--- src/rtl/aia_pkg.sv ---
// Shared types and helpers for the AIA interrupt-file claim controller.
package aia_pkg;

  typedef enum logic [1:0] {
    StIdle,
    StPresent,
    StClaim
  } state_e;

  localparam int unsigned M_FILE  = 0;
  localparam int unsigned S_FILE  = 1;
  localparam int unsigned VS_BASE = 2;

  function automatic int unsigned file_w(int unsigned n);
    return (n <= 1) ? 1 : $clog2(n);
  endfunction

  // Priority class of a file index: 0 = M, 1 = S, 2 = any VS (lower is higher priority).
  function automatic logic [1:0] file_class(int unsigned f);
    if (f == M_FILE) return 2'd0;
    if (f == S_FILE) return 2'd1;
    return 2'd2;
  endfunction

endpackage

--- src/rtl/aia_vs_rr_sel.sv ---
// Round-robin pick among the VS interrupt files, starting the search at ptr.
module aia_vs_rr_sel
  import aia_pkg::*;
#(
  parameter int unsigned NrVS = 2,
  parameter int unsigned PtrW = file_w(NrVS)
) (
  input  logic [NrVS-1:0] vs_elig,
  input  logic [PtrW-1:0] ptr,
  output logic            pick_valid,
  output logic [PtrW-1:0] pick_idx
);

  logic [PtrW-1:0] cand;

  always_comb begin
    pick_valid = 1'b0;
    pick_idx   = '0;
    cand       = '0;
    for (int unsigned i = 0; i < NrVS; i++) begin
      cand = PtrW'((32'(ptr) + i) % NrVS);
      if (!pick_valid && vs_elig[cand]) begin
        pick_valid = 1'b1;
        pick_idx   = cand;
      end
    end
  end

endmodule

--- src/rtl/aia_intp_file_claim_ctrl.sv ---
// Presents one eligible interrupt file to the hart, waits for claim, pulses a clear back.
// Optional feature: define AIA_CLAIM_PREEMPT_EN to let higher-priority classes replace a presentation.
module aia_intp_file_claim_ctrl
  import aia_pkg::*;
#(
  parameter int unsigned NrVSIntpFiles = 0,
  parameter int unsigned NrIntpFiles   = 2 + NrVSIntpFiles,
  parameter int unsigned NrSourcesW    = 5,
  parameter int unsigned FileW         = file_w(NrIntpFiles)
) (
  input  logic                              clk_i,
  input  logic                              rst_i,
  input  logic [NrIntpFiles-1:0]            file_pend_i,
  input  logic [NrIntpFiles*NrSourcesW-1:0] file_id_i,
  input  logic [NrIntpFiles-1:0]            file_en_i,
  output logic                              irq_valid_o,
  output logic [FileW-1:0]                  irq_file_o,
  output logic [NrSourcesW-1:0]             irq_id_o,
  input  logic                              claim_i,
  output logic [NrIntpFiles-1:0]            claim_file_o,
  output logic [NrSourcesW-1:0]             claim_id_o
);

  logic [NrIntpFiles-1:0] elig;
  logic                   vs_valid;
  logic [FileW-1:0]       vs_file;
  logic                   win_valid;
  logic [FileW-1:0]       win_file;
  logic [NrSourcesW-1:0]  win_id;
  logic                   lat_elig;
  logic [NrSourcesW-1:0]  lat_id;
  logic                   withdraw;
  logic                   preempt;
  logic                   claim_take;

  state_e                 state_q, state_d;
  logic [FileW-1:0]       file_q, file_d;
  logic [NrSourcesW-1:0]  id_q, id_d;

  always_comb begin
    elig = '0;
    for (int unsigned k = 0; k < NrIntpFiles; k++) begin
      elig[k] = file_pend_i[k] & file_en_i[k] & (|file_id_i[k*NrSourcesW +: NrSourcesW]);
    end
  end

  // Fixed priority M > S, VS falls back to the round-robin pick.
  always_comb begin
    win_valid = 1'b1;
    win_file  = FileW'(M_FILE);
    if (!elig[M_FILE]) begin
      if (elig[S_FILE]) begin
        win_file = FileW'(S_FILE);
      end else begin
        win_valid = vs_valid;
        win_file  = vs_file;
      end
    end
    win_id = file_id_i[32'(win_file)*NrSourcesW +: NrSourcesW];
  end

  assign lat_elig = elig[file_q];
  assign lat_id   = file_id_i[32'(file_q)*NrSourcesW +: NrSourcesW];
  assign withdraw = !lat_elig || (lat_id != id_q);

`ifdef AIA_CLAIM_PREEMPT_EN
  assign preempt = win_valid && (file_class(32'(win_file)) < file_class(32'(file_q)));
`else
  assign preempt = 1'b0;
`endif

  if (NrVSIntpFiles > 0) begin : g_vs
    localparam int unsigned PtrW = file_w(NrVSIntpFiles);

    logic [PtrW-1:0] rr_ptr_q, rr_ptr_d;
    logic [PtrW-1:0] pick_idx;
    logic            pick_valid;

    aia_vs_rr_sel #(
      .NrVS (NrVSIntpFiles),
      .PtrW (PtrW)
    ) u_vs_rr_sel (
      .vs_elig    (elig[NrIntpFiles-1:VS_BASE]),
      .ptr        (rr_ptr_q),
      .pick_valid (pick_valid),
      .pick_idx   (pick_idx)
    );

    assign vs_valid = pick_valid;
    assign vs_file  = FileW'(VS_BASE) + FileW'(pick_idx);

    // Only a claimed VS file advances fairness; withdrawals leave the pointer alone.
    always_comb begin
      rr_ptr_d = rr_ptr_q;
      if (claim_take && (32'(file_q) >= VS_BASE)) begin
        if (32'(file_q) - VS_BASE + 1 >= NrVSIntpFiles) begin
          rr_ptr_d = '0;
        end else begin
          rr_ptr_d = PtrW'(32'(file_q) - VS_BASE + 1);
        end
      end
    end

    always_ff @(posedge clk_i) begin
      if (rst_i) begin
        rr_ptr_q <= '0;
      end else begin
        rr_ptr_q <= rr_ptr_d;
      end
    end
  end else begin : g_no_vs
    logic unused_claim_take;
    assign unused_claim_take = claim_take;
    assign vs_valid          = 1'b0;
    assign vs_file           = '0;
  end

  always_comb begin
    state_d    = state_q;
    file_d     = file_q;
    id_d       = id_q;
    claim_take = 1'b0;
    unique case (state_q)
      StIdle: begin
        if (win_valid) begin
          state_d = StPresent;
          file_d  = win_file;
          id_d    = win_id;
        end
      end
      StPresent: begin
        if (claim_i) begin
          state_d    = StClaim;
          claim_take = 1'b1;
        end else if (preempt) begin
          file_d = win_file;
          id_d   = win_id;
        end else if (withdraw) begin
          state_d = StIdle;
        end
      end
      // No arbitration while the clear is in flight, so a stale id cannot be re-presented.
      StClaim: state_d = StIdle;
      default: state_d = StIdle;
    endcase
  end

  always_ff @(posedge clk_i) begin
    if (rst_i) begin
      state_q <= StIdle;
      file_q  <= '0;
      id_q    <= '0;
    end else begin
      state_q <= state_d;
      file_q  <= file_d;
      id_q    <= id_d;
    end
  end

  assign irq_valid_o = (state_q == StPresent);
  assign irq_file_o  = file_q;
  assign irq_id_o    = id_q;

  always_comb begin
    claim_file_o = '0;
    claim_id_o   = '0;
    if (state_q == StClaim) begin
      claim_file_o[file_q] = 1'b1;
      claim_id_o           = id_q;
    end
  end

endmodule

--- config.mk ---
export PLATFORM = sky130hd
export DESIGN_NAME = aia_intp_file_claim_ctrl
export DESIGN_NICKNAME = d
export VERILOG_FILES = /design/src/rtl/aia_pkg.sv /design/src/rtl/aia_vs_rr_sel.sv /design/src/rtl/aia_intp_file_claim_ctrl.sv
export SDC_FILE = /design/constraint.sdc
export NUM_CORES = 1
export LEC_CHECK = 0
export CAP_MARGIN = 0
export CORE_UTILIZATION = 35
export DETAILED_ROUTE_END_ITERATION = 8
export PLACE_DENSITY = 0.7
export SLEW_MARGIN = 0
export SYNTH_ARGS = -nofsm -noshare
export SYNTH_HDL_FRONTEND = slang
export SYNTH_SLANG_ARGS = --single-unit
--- constraint.sdc ---
create_clock -name clk_i -period 3.1 [get_ports clk_i]
set_clock_uncertainty 0.15 [all_clocks]
set_input_delay 0.31 -clock clk_i [delete_from_list [all_inputs] [get_ports clk_i]]
set_output_delay 0.31 -clock clk_i [all_outputs]
set_load 0.05 [all_outputs]
==> run summary <==
FMAX: 408 MHz
DIE AREA: 2090 um2
GRT Overall Usage: 19.3%
post-cts repair resize count: 0
Final ANT Viol Nets: 0
Non-Filler Instances: 132
grt ovf: 0
final period utilization: 79.1%
maximum VDD drop: 0.000188 V
layout cell share with drive strength beyond 1: 11.2%
Sink Count: 8
Post-CTS Setup Bufs: 0
register area share after synthesis: 24.0%
Leak: 0.000378 uW
ys async rst share: 0%
initial antenna violation count: 0
actual slew at the worst max-slew pin: 0.497 ns
unique cell type count in the Yosys netlist: 34
top cells by area, synth: dfxtp_1 (24%), mux2i_1 (9.0%), and2_1 (7.5%)
Final Core Density: 56.8%
Fin Setup TNS: 0 ns
Synth Register Bits: 8
DRC: 0
Startpoint Class: flop
total power: 346 uW
Syn Area/Cell: 8.68 um2
minimum clock period: 2.45 ns
power density over the cells: 345 nW/um2
Setup Viol. Count Final: 0
DP Cell Count: 129
most common cell after layout, fill and taps aside: clkdlybuf4s50_1
Yosys Warn Count: 0
Starting Density: 37.9%
H-tree levels: 1
top-area cell type share of the netlist area: 24.0%
Detailed Place HPWL: 1340 um
Clock transition at path regs: 0.06 ns
Crit Path Class: flop to output pin
Initial DRC Count: 7
deepest clock path buffer count: 2
clock tree from TritonCTS: done
Antenna diodes: 0
CTS Hold Buffers Added: 0
core area: 1760 um2
Worst Setup End Kind: output pin
most frequent cells in the layout: clkdlybuf4s50_1 (30), inv_1 (8), and2_1 (8), dfxtp_1 (8), mux2i_1 (6)
DRT Pass-1 Iters: 4
Slew Limit Fails: 0
unrepaired setup endpoints after global routing: no
largest net degree at the start of global routing: 10
cell row count: 15
first-pass GRT wire length: 2830 um
die height: 45.7 um
vias per std cell: 5.09
final wirelength: 1650 um
max cap viols: 0
hold_ws: 0.371 ns
Area Overhead vs Synth: 50.0%
clock root cell: clkbuf_4
Synth Flop Type: dfxtp_1
Gate Count Post-Synth: 77
total number of vias: 672
PortBufs: 30
largest area contributor in the netlist: dfxtp_1
final hold vios: 0
Die X: 45.7 um
Max Fanout on Critical Path: 7
I/O pins: 31
reg-to-reg startpoint: irq_file_o
Synth Net Count: 94
GP Congestion: 0.798
Synth Cell Area: 668 um2
worst path required time: 2.64 ns
total CTS buffers: 3
number of flops mapped to enable cells by yosys: 0
critical path arrival: 1.99 ns
crit path from: state_q[1]
outcome: completed
Worst Hold Class: flop to flop
slew margin rel.: 66.8%
beginning of the worst hold path: irq_id_o[1]
NumNets Final: 126
drt wl/cell: 12.5 um
clock latency on the worst-skew pair: 0.26 ns
vias in the first global route: 637
==> stage by stage <==
stage / setup slack [ns] / cell area (um2)
after floorplan: 1.24 / 668
after global placement: 0.963 / 980
after detailed placement: 0.895 / 980
after CTS: 0.606 / 1000
after global routing: 0.472 / 1000
final: 0.648 / 1000
==> power by group <==
group / leakage (uW) / internal (uW) / total [uW] / switching [uW]
Sequential: 0.0000660 / 112 / 121 / 9.29
Clock: 0.0000138 / 44.5 / 82.1 / 37.6
Combinational: 0.000298 / 64.0 / 142 / 78.4
Total: 0.000378 / 220 / 346 / 125
==> routing by layer <==
layer | vias to the layer above | track usage, % | routed length, um
met2 | 20 | 30.0 | 800
met5 | - | 0 | 0
met3 | 2 | 7.54 | 80
met1 | 311 | 25.1 | 760
met4 | 0 | 4.71 | 9
li1 | 339 | - | -
==> layout make-up <==
| cell class | count | area, um2 |
|---|---|---|
| timing repair buffer | 30 | 300 |
| fill | 179 | 762 |
| inverter | 8 | 30.0 |
| clock buffer | 3 | 22.5 |
| multi-input combinational | 58 | 458 |
| sequential | 8 | 160 |
| tap | 25 | 31.3 |
==> worst max-delay path, stage by stage (launching register included) <==
cell and delay [ns]:
dfxtp_1 0.36, nor2b_1 0.38, and2_1 0.20, clkdlybuf4s50_1 0.80
==> state kept, by name, indices dropped and copies added, names as in the netlist <==
signal,count
irq_file_o,1
irq_id_o,5
state_q,2
==> logic make-up (layout without fill, tap and decap cells) <==
logic type                after synthesis  after routing  share of synthesized area (%)
and+or+nand+nor                        24             24                           23.4
AOI/OAI and AO/OA                      22             22                           28.3
muxes                                   6              6                           8.99
buffers and inverters                  11             41                           7.49
xor gates and xnor gates                6              6                           7.87
DFF                                     8              8                           24.0
==> final timing paths <==
| kind | endpoint | slack, ns | cells after the start |
|---|---|---|---|
| max | claim_file_o[0] | 0.65 | 3 |
| min | irq_id_o[1] | 0.37 | 2 |
| max reg2reg | state_q[0] | 1.55 | 4 |
| min reg2reg | irq_id_o[1] | 0.37 | 2 |
==> synth_stat cells (2+ instances only) <==
master and instances:
a21oi_1 3, a221oi_1 4, and2_1 8, dfxtp_1 8, inv_1 8, mux2i_1 6
nand2b_1 2, nor2_1 2, nor2b_1 2, o211ai_1 4, o31ai_1 2, or2_2 2
xnor2_1 5
Note: power is estimated with default switching activity, not from simulation.
